`config.mk`:
```
export PLATFORM = sky130hd
export DESIGN_NAME = shaper_cfg_ctrl
export DESIGN_NICKNAME = d
export VERILOG_FILES = /design/src/rtl/shaper_cfg_ctrl_pkg.sv /design/src/rtl/shaper_cfg_check.sv /design/src/rtl/shaper_cfg_ctrl.sv
export SDC_FILE = /design/constraint.sdc
export NUM_CORES = 1
export LEC_CHECK = 0
export CAP_MARGIN = 5
export CORE_MARGIN = 2
export CORE_UTILIZATION = 40
export DETAILED_ROUTE_END_ITERATION = 16
export PLACE_DENSITY = 0.72
export RECOVER_POWER = 100
export SLEW_MARGIN = 20
export SYNTH_ARGS = -nofsm -noshare
export SYNTH_HDL_FRONTEND = slang
export SYNTH_SLANG_ARGS = --single-unit
```
`constraint.sdc`:
```
create_clock -name clk -period 3.94 [get_ports clk]
set_input_delay 0.591 -clock clk [delete_from_list [all_inputs] [get_ports clk]]
set_output_delay 0.591 -clock clk [all_outputs]
set_load 0.05 [all_outputs]
```
`src/rtl/shaper_cfg_ctrl_pkg.sv`:
```
// Shared constants, types and helpers for the shaper configuration sequencer.
// Imported by the legality checker and the sequencer top.
package shaper_cfg_ctrl_pkg;

  localparam int CHANNEL_SIZE          = 2;
  localparam int SIZE_SHAPER_CONSTANT  = 8;
  localparam int SIZE_SHAPER_SHIFT_REG = 300;
  localparam int NORM_MAX              = 26;
  localparam int QUIET_TIMEOUT         = 1000;

  localparam int CH_W  = (CHANNEL_SIZE > 1) ? $clog2(CHANNEL_SIZE) : 1;
  // One extra bit so k+l of two full-scale constants cannot wrap.
  localparam int SUM_W = SIZE_SHAPER_CONSTANT + 1;

  localparam int DEFAULT_K    = 25;
  localparam int DEFAULT_L    = 20;
  localparam int DEFAULT_NORM = 10;

  typedef struct packed {
    logic [SIZE_SHAPER_CONSTANT-1:0] k;
    logic [SIZE_SHAPER_CONSTANT-1:0] l;
    logic [SIZE_SHAPER_CONSTANT-1:0] norm;
  } shaper_cfg_t;

  typedef enum logic [1:0] {
    IDLE,
    WAIT_QUIET,
    APPLY,
    FLUSH
  } shaper_cfg_state_t;

  localparam shaper_cfg_t DEFAULT_CFG = '{
    k:    SIZE_SHAPER_CONSTANT'(DEFAULT_K),
    l:    SIZE_SHAPER_CONSTANT'(DEFAULT_L),
    norm: SIZE_SHAPER_CONSTANT'(DEFAULT_NORM)
  };

  function automatic logic [SUM_W-1:0] cfg_sum(input shaper_cfg_t c);
    return SUM_W'(c.k) + SUM_W'(c.l);
  endfunction

endpackage

```
`src/rtl/shaper_cfg_check.sv`:
```
// Combinational legality check of a shaper configuration request.
module shaper_cfg_check
  import shaper_cfg_ctrl_pkg::*;
(
  input  shaper_cfg_t      cfg,
  input  logic [CH_W-1:0]  channel,
  output logic             ok
);

  logic [SUM_W-1:0] sum;

  always_comb begin
    sum = cfg_sum(cfg);
    ok  = (cfg.k != '0)
       && (cfg.l >= cfg.k)
       && (sum <= SUM_W'(SIZE_SHAPER_SHIFT_REG))
       && (cfg.norm <= SIZE_SHAPER_CONSTANT'(NORM_MAX))
       && (int'(channel) < CHANNEL_SIZE);
  end

endmodule

```
`src/rtl/shaper_cfg_ctrl.sv`:
```
// Run-time configuration sequencer: validates a request, waits for the target
// channel to go quiet, applies and clears it, then masks its output during refill.
module shaper_cfg_ctrl
  import shaper_cfg_ctrl_pkg::*;
(
  input  logic                                         clk,
  input  logic                                         reset_n,
  input  logic                                         cfg_valid,
  output logic                                         cfg_ready,
  input  logic [CH_W-1:0]                              cfg_channel,
  input  logic [SIZE_SHAPER_CONSTANT-1:0]              cfg_k,
  input  logic [SIZE_SHAPER_CONSTANT-1:0]              cfg_l,
  input  logic [SIZE_SHAPER_CONSTANT-1:0]              cfg_norm,
  input  logic [CHANNEL_SIZE-1:0]                      channel_busy,
  output logic [CHANNEL_SIZE*SIZE_SHAPER_CONSTANT-1:0] shaper_k,
  output logic [CHANNEL_SIZE*SIZE_SHAPER_CONSTANT-1:0] shaper_l,
  output logic [CHANNEL_SIZE*SIZE_SHAPER_CONSTANT-1:0] shaper_norm,
  output logic [CHANNEL_SIZE-1:0]                      shaper_clear,
  output logic [CHANNEL_SIZE-1:0]                      shaper_out_valid,
  output logic                                         cfg_done,
  output logic                                         cfg_forced,
  output logic                                         cfg_error
);

  shaper_cfg_state_t state;
  shaper_cfg_t       live_cfg [CHANNEL_SIZE];
  shaper_cfg_t       pend_cfg;
  logic [CH_W-1:0]   pend_ch;
  logic              forced;
  logic [15:0]       timer;
  logic [SUM_W-1:0]  flush_cnt;

  shaper_cfg_t req_cfg;
  logic        req_ok;

  assign req_cfg = '{k: cfg_k, l: cfg_l, norm: cfg_norm};

  shaper_cfg_check u_check (
    .cfg     (req_cfg),
    .channel (cfg_channel),
    .ok      (req_ok)
  );

  assign cfg_ready = (state == IDLE);

  for (genvar i = 0; i < CHANNEL_SIZE; i++) begin : g_pack
    assign shaper_k[i*SIZE_SHAPER_CONSTANT +: SIZE_SHAPER_CONSTANT]    = live_cfg[i].k;
    assign shaper_l[i*SIZE_SHAPER_CONSTANT +: SIZE_SHAPER_CONSTANT]    = live_cfg[i].l;
    assign shaper_norm[i*SIZE_SHAPER_CONSTANT +: SIZE_SHAPER_CONSTANT] = live_cfg[i].norm;
  end

  // NOTE: non-blocking assignments only here, so every register samples
  // pre-edge values regardless of statement order.
  always_ff @(posedge clk or negedge reset_n) begin
    if (!reset_n) begin
      state     <= IDLE;
      pend_cfg  <= DEFAULT_CFG;
      pend_ch   <= '0;
      forced    <= 1'b0;
      timer     <= '0;
      flush_cnt <= '0;
      // NOTE: the live constant array is reset on purpose -- it is a handful of
      // flops, and an aborted sequence must not leave partial constants behind.
      for (int i = 0; i < CHANNEL_SIZE; i++) live_cfg[i] <= DEFAULT_CFG;
      shaper_clear     <= '0;
      shaper_out_valid <= '1;
      cfg_done         <= 1'b0;
      cfg_forced       <= 1'b0;
      cfg_error        <= 1'b0;
    end else begin
      shaper_clear <= '0;
      cfg_done     <= 1'b0;
      cfg_forced   <= 1'b0;
      cfg_error    <= 1'b0;

      unique case (state)
        IDLE: begin
          if (cfg_valid) begin
            if (req_ok) begin
              pend_cfg <= req_cfg;
              pend_ch  <= cfg_channel;
              forced   <= 1'b0;
              timer    <= '0;
              state    <= WAIT_QUIET;
            end else begin
              cfg_error <= 1'b1;
            end
          end
        end

        WAIT_QUIET: begin
          // Busy still high at the last timer value means the apply is forced.
          if (!channel_busy[pend_ch] || timer == 16'(QUIET_TIMEOUT - 1)) begin
            forced                    <= channel_busy[pend_ch];
            shaper_clear[pend_ch]     <= 1'b1;
            shaper_out_valid[pend_ch] <= 1'b0;
            state                     <= APPLY;
          end else begin
            timer <= timer + 16'd1;
          end
        end

        APPLY: begin
          live_cfg[pend_ch] <= pend_cfg;
          flush_cnt         <= cfg_sum(pend_cfg);
          state             <= FLUSH;
        end

        FLUSH: begin
          if (flush_cnt == SUM_W'(1)) begin
            shaper_out_valid[pend_ch] <= 1'b1;
            cfg_done                  <= 1'b1;
            cfg_forced                <= forced;
            state                     <= IDLE;
          end else begin
            flush_cnt <= flush_cnt - SUM_W'(1);
          end
        end

        default: state <= IDLE;
      endcase
    end
  end

endmodule

```
; Word level (Yosys, flattened, before mapping)
; Cells that the tools add are included.
[totals]
register_bits = 108
input_bits = 30
out_inout_bits = 56
[op_classes]
n_addsub = 4
n_lt_le_gt_ge = 7
n_eq_ne = 11
mux = 34
n_bitwise = 4
n_reduce_logical = 18
[op_table]
columns = op, n
row1 = $bwmux 48, 1
row2 = $mux 16, 3
row3 = $pmux 16 s2, 1
row4 = $demux 24 s1, 1
row5 = $mux 24, 1
row6 = $add 8x8->9, 2
row7 = $pmux 9 s2, 1
row8 = $add 16x1->16 const B, 1
row9 = $eq 16x10->1 const B, 1
row10 = $mux 2, 8
row11 = $mux 1, 13
row12 = $reduce_and 4->1, 3
row13 = $ne 2x2->1 const B, 5
row14 = $eq 9x1->1 const B, 1
row15 = $le 9x9->1 const B, 1
row16 = $mux 9, 1
row17 = $sub 9x1->9 const B, 1
row18 = $ge 8x8->1, 1
row19 = $le 8x5->1 const B, 1
row20 = $pmux 2 s4, 1
row21 = $reduce_bool 8->1, 1
row22 = $reduce_and 3->1, 2
row23 = $reduce_bool 2->1, 3
row24 = $logic_and 1x1->1, 5
row25 = 18 further kinds, 19

; Depth between registers and ports, before layout
; Gate-level depths: netlist of run 1.
[logic_depth]
word_depth = 8
ltp_mapped = 11
depth_no_buf = 10

; Modules after synthesis
; From an unflattened synthesis of run 1, not the netlist that was laid out.
[hier_totals]
cells_unflattened = 495
hier_area_um2 = 5661.7
[by_module_without_submodules]
columns = mod, n_inst, cells_per_inst, area_each_um2, seq_area_each_um2
row1 = shaper_cfg_ctrl, 1, 414, 5023.6, 2731.4
row2 = shaper_cfg_check, 1, 81, 638.1, 0.0

; Worst setup path after synthesis of run 1
; No wires, ideal clock.
[synth_path]
path_type = input port to flip-flop
startpoint = input port cfg_k[2]
endpoint = register pend_cfg[11] (netlist bit)
t_arrival_ns = 2.784
t_required_ns = 3.815
setup_slack_ns = 1.031
cell_stages = 10
cell_sequence = inv_1 -> ha_1 -> or2b_1 -> o311ai_1 -> a2111o_1 -> a32oi_4 -> a21oi_2 -> nor2_8 -> buf_12 -> mux2_4
[synth_between]
elab_chain_cells = 5
word_cells_on_any_way = 8
cone_classes = add/sub: 1 / order compare: 2 / reduce/logical: 5
[synth_rtl]
columns = item, line_no
row1 = start: declaration, shaper_cfg_ctrl.sv:11  ; input logic [SIZE_SHAPER_CONSTANT-1:0] cfg_k,
row2 = $add 8x8->9 (tied with other cells), shaper_cfg_ctrl_pkg.sv:39  ; return SUM_W'(c.k) + SUM_W'(c.l);
row3 = $le 9x9->1 or $logic_and 1x1->1 (tied branches), "shaper_cfg_check.sv:16, shaper_cfg_check.sv:15"
row4 = $logic_and 1x1->1 (*), shaper_cfg_check.sv:16  ; && (sum <= SUM_W'(SIZE_SHAPER_SHIFT_REG))
row5 = $logic_and 1x1->1 (*), shaper_cfg_check.sv:17  ; && (cfg.norm <= SIZE_SHAPER_CONSTANT'(NORM_MAX))
row6 = $reduce_and 3->1 (no source line) (*), --
row7 = end signal: assignment, shaper_cfg_ctrl.sv:80  ; pend_cfg <= req_cfg;
row8 = end: declaration, shaper_cfg_ctrl.sv:27  ; shaper_cfg_t pend_cfg;
; Mark *: on every way between the ends. The rest lies on a longest branch, timed or not.
; A chain may end at the register's enable or synchronous reset.

; Final worst setup path of run 1
[layout_path]
startpoint = input port cfg_k[4]
endpoint = register pend_cfg[18] (netlist bit)
; The elaborated chain is that of the path after synthesis.

==> metrics.md, run 1 <==
| Metric | Value |
|---|---|
| Outcome | complete, but fails checks |
| Failing checks | max-capacitance violations, max-slew violations |
| Pre-antenna DRT Iters | 4 |
| Yosys reg bits | 108 |
| Initial drt markers | 279 |
| WP buf/inv | 3 |
| Layout overhead on the synthesized area | 21.2% |
| Reg clk slew, reported paths | 0.07 ns |
| CTS Buffer Depth | 2 |
| Final Hold Viols | 0 |
| Net Sw Frac | 42.7% |
| CTS tree | yes |
| Fraction of layout cells with a size suffix above 1 | 18.5% |
| Crit. End Element | flop |
| DR vias/cell | 5.46 |
| Critical-path cell list | dlygate4sd3_1 > inv_1 > ha_1 > nor2_1 > o311ai_1 > a2111o_1 > a32oi_4 > a21oi_1 > nor2_8 > buf_12 > mux2_1 |
| Syn_nets | 574 |
| Routed Antenna Nets | 0 |
| Average wire per standard cell | 17.2 um |
| Die area | 15600 um^2 |
| N_diodes | 0 |
| Initial core utilization | 40.6% |
| FFs w/ async S/R, synth | 100% |
| CP Launch Point | cfg_k[4] |
| Worst-skew pair later-pin latency | 0.35 ns |
| Reg2Reg Capture Point | timer[1] |
| Stages on worst setup path | 11 |
| Fillers | 1301 |
| Sequential area share after synthesis | 46.8% |
| Hold_buf cts | 0 |
| PwrDens | 685 nW/um^2 |
| Core area | 14400 um^2 |
| Peak supply drop | 0.000382 V |
| Reg2Reg Setup Slack | 0.91 ns |
| Non-filler instance count after layout | 785 |
| Max FO, Critical Path | 25 |
| Switching pwr | 2.07 mW |
| Nets@finish | 659 |
| DP HPWL | 9650 um |
| Slowest CP cell | dlygate4sd3_1 |
| WP data required | 4.17 ns |
| Routed WL | 13500 um |
| Crit-path max cell delay | 0.65 ns |
| Post-DP Area | 6870 um^2 |
| Yosys warnings | 0 |
| Most frequent cells in the layout | dfrtp_1, dlygate4sd3_1, mux2_2 |
| Antenna violations before repair | 0 |
| Fmax | 286 MHz |
| Hold Path Depth | 2 |
| RSZ-0062 raised after global routing | false |
| Inst Count DP | 769 |
| Worst path arrival time | 3.73 ns |
| Count of unique library cells instantiated by Yosys | 64 |
| Post-synth EDFFs | 0 |
| Via count | 4286 |
| Most common cell after layout, fill and taps aside | dfrtp_1 |
| Critical path class | input pin to flop |
| Post-cts repair resize count | 0 |
| Clock root buffer | clkbuf_16 |
| Startpoint class of the critical path | input pin |
| Fin. max-slew vios | 115 |
| Sequential share of power | 35.4% |
| Reg2reg path depth | 7 |
| Grt total ovfl | 0 |
| Tcrit/Tclk final | 88.8% |
| Slew @ Worst Pin | 1.65 ns |
| RePlAce Congestion | 0.818 |
| Fin Setup TNS | 0 ns |
| Clock Sink Count | 108 |
| P_int | 2.78 mW |
| Final std cell area, no fill | 7070 um^2 |
| Final Critical Period | 3.50 ns |
| Worst hold path type | flop to flop |
| Synth Cell Area | 5830 um^2 |
| Max Cap Viol | 3 |
| Max_slew headroom | -9.68% |
| Total Power | 4.84 mW |
| Site Rows | 44 |
| Syn Area/Cell | 11.4 um^2 |
| # Post-CTS Setup Buffers | 0 |
| # H-tree levels | 3 |
| CP Capture Point | pend_cfg[18] |
| Core Util, Final | 49.2% |
| Gate Count Post-Synth | 511 |
| GR Util All Layers | 17.7% |
| Post-route DRC | 0 |
| Vias in the first global route | 4333 |
| Clock skew | 0.00853 ns |
| Chip height | 125 um |
| Inserted Clock Buffers | 9 |
| Combinational share of power | 46.6% |
| Clock Power Share | 18.0% |
| R2r startpoint | timer[0] |
| IO Pins | 86 |
| Crit-path leading delay family | compound AO/OA/AOI/OAI gates |
| Die W | 125 um |
| IO buf count | 85 |
| Ys flop type | dfrtp_1 |
| Largest net degree at the start of global routing | 63 |
| Final setup viols | 0 |
| Global-route wire length before repair | 22300 um |
| Leak | 3.21 nW |
## metal layers
layer  global-route usage [%]  vias to the layer above  routed length, um
met5                        0                        -                  0
met4                     5.82                        0                278
met3                     4.08                       16                653
met2                     28.8                      113               6410
met1                     23.4                     2134               6120
li1                         -                     2023                  -
## stage by stage
step | hold WS [ns] | worst slack [ns]
floorplan | 0.295 | 1.03
global placement | 0.470 | 0.279
detailed placement | 0.477 | 0.214
CTS | 0.341 | 0.568
global route | 0.520 | 0.282
finish | 0.493 | 0.442
## layout make-up
cell class              count  area [um^2]  share of cell area [%]
well taps                 184          230                    3.26
inverters                  44          165                    2.34
multi-input cells         341         2760                    39.0
clock inverters             5         43.8                   0.620
repair buffers             92          896                    12.7
clock buffers              11          243                    3.43
flip-flops and latches    108         2730                    38.6
## cell usage after synthesis, drive strengths merged, types with 2 or more instances
cell type | instances | share of area (%)
and3 | 5 | 0.54
fa | 2 | 0.69
a21boi | 5 | 0.64
mux2 | 68 | 14
xor2 | 2 | 0.30
a21o | 2 | 0.26
nand2 | 33 | 2.1
nand2b | 5 | 0.54
clkbuf | 9 | 0.58
nor3 | 12 | 1.0
ha | 31 | 6.7
nor2b | 13 | 1.4
o2bb2ai | 2 | 0.30
a221oi | 12 | 2.6
nor4 | 10 | 1.1
a22o | 3 | 0.45
nand4 | 12 | 1.7
xnor2 | 3 | 0.45
a31o | 3 | 0.45
dfrtp | 85 | 36
a211oi | 2 | 0.26
nor2 | 18 | 1.4
and2 | 3 | 0.32
or3 | 3 | 0.32
inv | 44 | 2.8
o21ai | 15 | 1.3
o22ai | 15 | 1.6
o31ai | 2 | 0.26
a31oi | 4 | 0.54
dfstp | 23 | 10
a32oi | 2 | 0.62
a211o | 2 | 0.32
nand3 | 14 | 1.2
mux2i | 6 | 1.0
buf | 9 | 1.4
a311o | 3 | 0.51
a21oi | 15 | 1.4
## tightest hold or removal path, stage by stage (launching register included)
cell and delay [ns]:
dfstp_2 0.37, o21ai_0 0.05, o21ai_0 0.07
## state kept, by name (all words and copies together) (netlist names), 2 cells and up, named ones only
name	cells
shaper_k	16
timer	16
state	2
shaper_l	16
shaper_norm	16
shaper_clear	2
pend_cfg	24
flush_cnt	9
## power groups by stage
| stage | registers (mW) | logic, mW | clock network (mW) |
|---|---|---|---|
| finish | 1.71 | 2.26 | 0.873 |
| global route | 1.76 | 2.43 | 0.942 |
| CTS | 1.73 | 2.36 | 0.894 |
| detailed placement | 1.75 | 2.35 | 0 |
| global placement | 1.73 | 2.30 | 0 |
| floorplan | 2.23 | 1.14 | 0 |
## cells by family after synthesis
kind of cell               after synthesis  synth area share [%]
AOI/OAI and AO/OA                       96                  12.8
adders and majority gates               33                  7.34
muxes                                   74                  15.2
DFF                                    108                  46.8
xor gates and xnor gates                 5                 0.751
buffers and inverters                   62                  4.81
and+or+nand+nor                        133                  12.3
## how the worst min path moves through the flow
stage	startpoint	end	slack [ns]
floorplan	reset_n	cfg_done	0.30
global placement	shaper_k[9]	shaper_k[9]	0.47
detailed placement	shaper_k[9]	shaper_k[9]	0.48
CTS	reset_n	shaper_l[7]	0.34
global route	flop	flop	0.52
finish	flop	flop	0.49
(Power assumes the default switching activity.)
==> run 2, diff against run 1 <==
--- a/config.mk
+++ b/config.mk
@@ -5,6 +5,7 @@
 export SDC_FILE = /design/constraint.sdc
 export NUM_CORES = 1
 export LEC_CHECK = 0
+export ABC_AREA = 1
 export CAP_MARGIN = 5
 export CORE_MARGIN = 2
 export CORE_UTILIZATION = 40
==> run 2 against run 1 <==
Effect of this change:
- the run still ends with max-capacitance violations, max-slew violations left
- wire length is 5.6% lower
- via count up 9.0%
- power rose by 14%
- largest cell class is now registers
- highest routed layer unchanged
==> metrics.md, run 2 <==
| Metric | Value |
|---|---|
| Most frequent cell after synthesis | nand2_1 (was dfrtp_1) |
| WP data required | 4.21 ns (was 4.17 ns) |
| IO buf count | 85 (unchanged) |
| Reg2Reg Capture Point | timer[5] (was timer[1]) |
| Final Critical Period | 3.29 ns (was 3.50 ns) |
| Gate Count Post-Synth | 701 (was 511) |
| Fin Setup TNS | 0 ns (unchanged) |
| Fillers | 1351 (was 1301) |
| RSZ-0062 raised after global routing | false (unchanged) |
| Routed Antenna Nets | 0 (unchanged) |
| Worst hold path type | flop to flop (unchanged) |
| Total Power | 5.53 mW (was 4.84 mW) |
| Outcome | complete, but fails checks (unchanged) |
| Slew @ Worst Pin | 1.87 ns (was 1.65 ns) |
| Count of unique library cells instantiated by Yosys | 42 (was 64) |
| DR vias/cell | 4.82 (was 5.46) |
| Site Rows | 44 (unchanged) |
| Crit-path max cell delay | 0.62 ns (was 0.65 ns) |
| CTS Buffer Depth | 2 (unchanged) |
| Area leader, netlist | dfrtp_1 (unchanged) |
| DP HPWL | 9440 um (was 9650 um) |
| Synth Cell Area | 5820 um^2 (was 5830 um^2) |
| Inst Count DP | 953 (was 769) |
| Simple logic cell fraction of the synthesized area | 22.6% (was 12.3%) |
| Layout overhead on the synthesized area | 21.0% (was 21.2%) |
| Largest Register | pend_cfg (unchanged) |
| Fraction of layout cells with a size suffix above 1 | 11.7% (was 18.5%) |
| Final setup margin | 0.648 ns (was 0.442 ns) |
| R2r startpoint | state[1] (was timer[0]) |
| GR Util All Layers | 17.1% (was 17.7%) |
| Clock Sink Count | 108 (unchanged) |
| PwrDens | 785 nW/um^2 (was 685 nW/um^2) |
| Hold Path Depth | 2 (unchanged) |
| Syn_nets | 764 (was 574) |
| CP Launch Point | cfg_k[0] (was cfg_k[4]) |
| Startpoint class of the critical path | input pin (unchanged) |
| Critical-path cell list | dlygate4sd3_1 > ha_1 > fa_1 > nand2_1 > o21ai_0 > nor2_1 > nand3_1 > nand2_1 > nand2_1 > nand3_1 > nand2_1 > nand2_1 > nand2_4 > nand2_2 > nand2_1 > o21ai_2 (was dlygate4sd3_1 > inv_1 > ha_1 > nor2_1 > o311ai_1 > a2111o_1 > a32oi_4 > a21oi_1 > nor2_8 > buf_12 > mux2_1) |
| Initial core utilization | 40.5% (was 40.6%) |
| Syn Area/Cell | 8.30 um^2 (was 11.4 um^2) |
| WP buf/inv | 1 (was 3) |
| Max Cap Viol | 3 (unchanged) |
| Reg clk slew, reported paths | 0.07 ns (about the same) |
| Max_slew headroom | -24.5% (was -9.68%) |
| Chip height | 125 um (about the same) |
| Register area | 2730 um^2 (unchanged) |
| Synthesized-area fraction occupied by xor and xnor cells | 1.05% (was 0.751%) |
| Top cells by area, synth | dfrtp_1, nand2_1, dfstp_2 (was dfrtp_1, dfstp_2, mux2_2) |
| Inserted Clock Buffers | 9 (unchanged) |
| Peak supply drop | 0.000372 V (was 0.000382 V) |
| Failing checks | max-capacitance violations, max-slew violations (unchanged) |
| Reg2Reg Setup Slack | 1.38 ns (was 0.91 ns) |
| # H-tree levels | 3 (unchanged) |
| Via count | 4670 (was 4286) |
| Reg2reg path depth | 8 (was 7) |
| Crit. End Element | flop (unchanged) |
| Clock root buffer | clkbuf_16 (unchanged) |
| Initial drt markers | 246 (was 279) |
| Pre-antenna DRT Iters | 5 (was 4) |
| Average wire per standard cell | 13.1 um (was 17.2 um) |
| Post-synth top area share | 36.5% (about the same) |
| Hold_buf cts | 0 (unchanged) |
| Pre-CTS setup slack | 0.718 ns (was 0.214 ns) |
| Post-cts repair resize count | 0 (unchanged) |
| Worst path arrival time | 3.56 ns (was 3.73 ns) |
| # Post-CTS Setup Buffers | 0 (unchanged) |
| Core area | 14400 um^2 (unchanged) |
| Synth cell count leaders | nand2_1, dfrtp_1, inv_1 (was dfrtp_1, mux2_2, inv_1) |
| Largest family of logic cells by synthesized area | simple AND/OR/NAND/NOR gates (was multiplexers) |
| Leak | 3.34 nW (was 3.21 nW) |
| Crit-path leading delay family | simple AND/OR/NAND/NOR gates (was compound AO/OA/AOI/OAI gates) |
| IO Pins | 86 (unchanged) |
| Mux cell area share after synthesis | 0.172% (was 15.2%) |
| Compound-cell area share of the yosys netlist | 14.0% (was 12.8%) |
| CTS tree | yes (unchanged) |
| Final Hold Viols | 0 (unchanged) |
| FFs w/ async S/R, synth | 100% (unchanged) |
| Most common cell after layout, fill and taps aside | nand2_1 (was dfrtp_1) |
| Hold Crit Endpoint | forced |
| N_diodes | 0 (unchanged) |
| Antenna violations before repair | 0 (unchanged) |
| Hold Startpoint | forced |
| Largest net degree at the start of global routing | 69 (was 63) |
| Die W | 125 um (about the same) |
| Tcrit/Tclk final | 83.6% (was 88.8%) |
| Grt total ovfl | 0 (unchanged) |
| Ys flop type | dfrtp_1 (unchanged) |
| Non-filler instance count after layout | 969 (was 785) |
| Nets@finish | 843 (was 659) |
| Yosys warnings | 0 (unchanged) |
| Post-Synth Adder-Cell Area | 7.35% (was 7.34%) |
| Most frequent cells in the layout | nand2_1, o21ai_0, dfrtp_1 (was dfrtp_1, dlygate4sd3_1, mux2_2) |
| Clock skew | 0.00869 ns (was 0.00853 ns) |
| Sequential area share after synthesis | 46.9% (was 46.8%) |
| RePlAce Congestion | 0.860 (was 0.818) |
| Final setup viols | 0 (unchanged) |
| Fin. max-slew vios | 167 (was 115) |
| Slowest CP cell | nand2_2 (was dlygate4sd3_1) |
| Global-route wire length before repair | 21600 um (was 22300 um) |
| Critical path class | input pin to flop (unchanged) |
| Fmax | 304 MHz (was 286 MHz) |
| Routed WL | 12700 um (was 13500 um) |
| Max FO, Critical Path | 31 (was 25) |
| Vias in the first global route | 4438 (was 4333) |
| Post-synth EDFFs | 0 (unchanged) |
| Multi-input gate area | 2600 um^2 (was 2760 um^2) |
| Post-route DRC | 0 (unchanged) |
| Worst-skew pair later-pin latency | 0.36 ns (was 0.35 ns) |
| Most common cell on crit path | nand2_1 |
| Yosys reg bits | 108 (unchanged) |
| Max reg flops | 24 (unchanged) |
| Die area | 15500 um^2 (was 15600 um^2) |
-- run 2: how the worst max path moves through the flow --
stage / end / slack (ns) / cells past startpoint
floorplan: timer[4] / 1.61 / 15
global placement: pend_cfg[16] / 0.71 / 16
detailed placement: pend_cfg[16] / 0.72 / 16
CTS: pend_cfg[12] / 1.08 / 14
global route: timer[5] / 0.40 / 16
finish: timer[5] / 0.65 / 16
-- run 2: logic make-up after synthesis --
| kind of cell | count (synthesis) |
|---|---|
| XOR/XNOR | 7 |
| AND/OR/NAND/NOR | 296 |
| buffers and inverters | 112 |
| adder cells (fa/ha/maj) | 33 |
| flip-flops | 108 |
| AO/OA/AOI/OAI | 144 |
| multiplexers | 1 |
-- run 2: routing by layer --
layer  share of wire [%]  routed length, um  track usage, %
met1                  50               6320            24.2
met3                 3.7                475            3.91
met4                 1.3                170            4.82
met2                  45               5750            26.3
met5                   0                  0               0
-- run 2: worst reg2reg max path, cell delays in order (launching register included) --
cell and delay (ns):
dfrtp_1 0.41, inv_1 0.09, ha_1 0.49, inv_1 0.29
nor2_1 0.26, a211oi_2 0.08, nand2_2 0.63, nand2_1 0.14
o21ai_2 0.09
-- run 2: final cells by class --
type	instances	area share (%)
clock buffer	10	3.25
clock inverter	6	0.711
inverter	91	4.89
multi-input combinational	481	36.9
sequential	108	38.8
tap	184	3.27
timing repair buffer	89	12.2
-- run 2: where the power goes --
group,total [mW],switching [mW],internal (mW),leakage (nW)
registers,1.84,0.248,1.59,1.32
clock network,0.867,0.430,0.437,0.129
logic,2.83,1.97,0.859,1.89
-- run 2: stage by stage --
stage | hold WS (ns) | util (%) | instance area, um^2
after floorplan | 0.295 | - | 5820
after global placement | 0.451 | 47.4 | 6810
after detailed placement | 0.456 | 47.4 | 6810
after CTS | 0.358 | 49.3 | 7090
after global routing | 0.495 | 49.0 | 7040
final | 0.473 | 49.0 | 7040
==> run 3, diff against run 2 <==
--- a/config.mk
+++ b/config.mk
@@ -10,7 +10,7 @@
 export CORE_MARGIN = 2
 export CORE_UTILIZATION = 40
 export DETAILED_ROUTE_END_ITERATION = 16
-export PLACE_DENSITY = 0.72
+export PLACE_DENSITY = 0.74
 export RECOVER_POWER = 100
 export SLEW_MARGIN = 20
 export SYNTH_ARGS = -nofsm -noshare
==> constraint.sdc (replaced) <==
create_clock -name clk -period 2.9 [get_ports clk]
set_input_delay 0.435 -clock clk [delete_from_list [all_inputs] [get_ports clk]]
set_output_delay 0.435 -clock clk [all_outputs]
set_load 0.05 [all_outputs]
==> run 3 against run 2 <==
Effect of this change:
- first-iteration DRC count is 16% higher
- wire length increased by 3.2%
- via count rose by 3.7%
- sequential share of layout area is 0.70 points lower
- setup slack worse by 0.31 ns
- clock power increased by 43%
- core utilization rose by 0.90 points
- the run now ends clean
- clock skew fell by 0.00078 ns
- non-clock buffer count rose by 9
- critical path depth unchanged
- critical path type unchanged
- sequential power up 35%
==> metrics.md, run 3 (synthesized netlist as in run 2, its figures left out) <==
| Metric | Value |
|---|---|
| Outcome | completed (was complete, but fails checks) |
| Via count | 4842 (was 4670) |
| Total Power | 7.71 mW (was 5.53 mW) |
| Clock Sink Count | 108 (unchanged) |
| Fillers | 1368 (was 1351) |
| Crit-path leading delay family | simple AND/OR/NAND/NOR gates (unchanged) |
| Clock root buffer | clkbuf_16 (unchanged) |
| Hold_buf cts | 0 (unchanged) |
| Die area | 15500 um^2 (unchanged) |
| Worst hold path type | input pin to async pin (was flop to flop) |
| Vias in the first global route | 4450 (was 4438) |
| Fin Setup TNS | 0 ns (unchanged) |
| Crit. End Element | flop (unchanged) |
| RePlAce Congestion | 0.889 (was 0.860) |
| # Post-CTS Setup Buffers | 0 (unchanged) |
| Antenna violations before repair | 0 (unchanged) |
| Reg2reg path depth | 7 (was 8) |
| Reg2Reg Setup Slack | 0.73 ns (was 1.38 ns) |
| Max Cap Viol | 0 (was 3) |
| Critical-path cell list | dlygate4sd3_1 > inv_1 > ha_1 > nor2_1 > nand3_1 > nand4_1 > nand2_1 > nand2_1 > nand3_2 > nand2_4 > nand2_2 > nand2_4 > nand2_4 > buf_12 > nand2_1 > o21ai_2 (was dlygate4sd3_1 > ha_1 > fa_1 > nand2_1 > o21ai_0 > nor2_1 > nand3_1 > nand2_1 > nand2_1 > nand3_1 > nand2_1 > nand2_1 > nand2_4 > nand2_2 > nand2_1 > o21ai_2) |
| Tcrit/Tclk final | 88.3% |
| Layout overhead on the synthesized area | 23.2% (was 21.0%) |
| Max reg flops | 24 (unchanged) |
| IO Pins | 86 (unchanged) |
| DR vias/cell | 4.95 (was 4.82) |
| # H-tree levels | 3 (unchanged) |
| Die W | 125 um (unchanged) |
| Final setup viols | 0 (unchanged) |
| Average wire per standard cell | 13.4 um (was 13.1 um) |
| CTS Buffer Depth | 2 (unchanged) |
| Leak | 3.43 nW (was 3.34 nW) |
| Max_slew headroom | 2.23% (was -24.5%) |
| Critical path class | input pin to flop (unchanged) |
| Reg2Reg Capture Point | flush_cnt[6] (was timer[5]) |
| Startpoint class of the critical path | input pin (unchanged) |
| Grt total ovfl | 0 (unchanged) |
| Post-route DRC | 0 (unchanged) |
| Worst path arrival time | 2.81 ns (was 3.56 ns) |
| Pre-antenna DRT Iters | 5 (unchanged) |
| CTS tree | yes (unchanged) |
| Post-DP Area | 6920 um^2 (was 6810 um^2) |
| Initial drt markers | 286 (was 246) |
| Routed WL | 13100 um (was 12700 um) |
| WP buf/inv | 3 (was 1) |
| Routed Antenna Nets | 0 (unchanged) |
| PwrDens | 1070 nW/um^2 (was 785 nW/um^2) |
| GR Util All Layers | 17.6% (was 17.1%) |
| DP HPWL | 9800 um (was 9440 um) |
| Clock skew | 0.00790 ns (was 0.00869 ns) |
| Fin. max-slew vios | 0 (was 167) |
| Final std cell area, no fill | 7170 um^2 (was 7040 um^2) |
| Initial core utilization | 40.5% (unchanged) |
| Reg clk slew, reported paths | 0.07 ns (about the same) |
| Slew @ Worst Pin | 1.47 ns (was 1.87 ns) |
| Core area | 14400 um^2 (unchanged) |
| WP data required | 3.14 ns (was 4.21 ns) |
| Site Rows | 44 (unchanged) |
| Global-route wire length before repair | 22200 um (was 21600 um) |
| Nets@finish | 852 (was 843) |
| Chip height | 125 um (unchanged) |
| Inst Count DP | 962 (was 953) |
| Fmax | 390 MHz |
| Non-filler instance count after layout | 978 (was 969) |
| Peak supply drop | 0.000462 V (was 0.000372 V) |
| Slowest CP cell | dlygate4sd3_1 (was nand2_2) |
| Fraction of layout cells with a size suffix above 1 | 12.3% (was 11.7%) |
| Post-cts repair resize count | 0 (unchanged) |
| RSZ-0062 raised after global routing | false (unchanged) |
| Largest net degree at the start of global routing | 59 (was 69) |
| Final Critical Period | 2.56 ns |
| IO buf count | 85 (unchanged) |
| Most common cell after layout, fill and taps aside | nand2_1 (unchanged) |
| Crit-path max cell delay | 0.55 ns (was 0.62 ns) |
| Final Hold Viols | 0 (unchanged) |
| Most frequent cells in the layout | nand2_1, o21ai_0, dfrtp_1 (unchanged) |
| N_diodes | 0 (unchanged) |
| Max FO, Critical Path | 13 (was 31) |
| Inserted Clock Buffers | 9 (unchanged) |
| Largest Register | pend_cfg (unchanged) |
| R2r startpoint | state[1] (unchanged) |
| Worst-skew pair later-pin latency | 0.35 ns (was 0.36 ns) |
==> run 3: worst max path at each step <==
stage	start	to	cells after the start
floorplan	cfg_k[0]	timer[4]	15
global placement	cfg_k[3]	timer[4]	16
detailed placement	cfg_k[3]	timer[4]	16
CTS	state[1]	cfg_ready	3
global route	cfg_k[3]	timer[3]	16
finish	cfg_k[3]	timer[12]	16
==> run 3: where the power goes <==
part	switching (mW)	internal [mW]	total (mW)
clock	0.560	0.679	1.24
combinational	2.71	1.27	3.98
sequential	0.334	2.16	2.49
total	3.61	4.10	7.71
==> run 3: per-layer routing <==
layer	track usage, %	routed length [um]
met1	25.2	6340
met2	27.1	6020
met3	3.65	565
met4	5.35	187
met5	0	0
==> run 3: worst reg2reg max path, stage by stage, from the launching register on <==
cell and delay (ns):
dfrtp_1 0.41, ha_1 0.41, inv_1 0.32, nor2_1 0.17
inv_1 0.09, nand2_1 0.38, o21ai_0 0.17, o22ai_1 0.15
==> run 3: area by class of cell <==
class | instances | area, um^2 | area share [%]
clock buffer | 11 | 233 | 3.24
inverter | 91 | 344 | 4.80
tap | 184 | 230 | 3.21
timing repair buffer | 98 | 976 | 13.6
sequential | 108 | 2730 | 38.1
clock inverter | 5 | 62.6 | 0.872
multi-input combinational | 481 | 2590 | 36.2
==> run 3: per-stage QoR <==
step                utilization, %  worst slack (ns)  hold slack [ns]
global route                  49.9             0.107            0.489
detailed placement            48.1            0.0747            0.458
floorplan                        -             0.727            0.139
CTS                           50.2             0.407            0.165
global placement              48.1             0.117            0.450
finish                        49.9             0.338            0.410
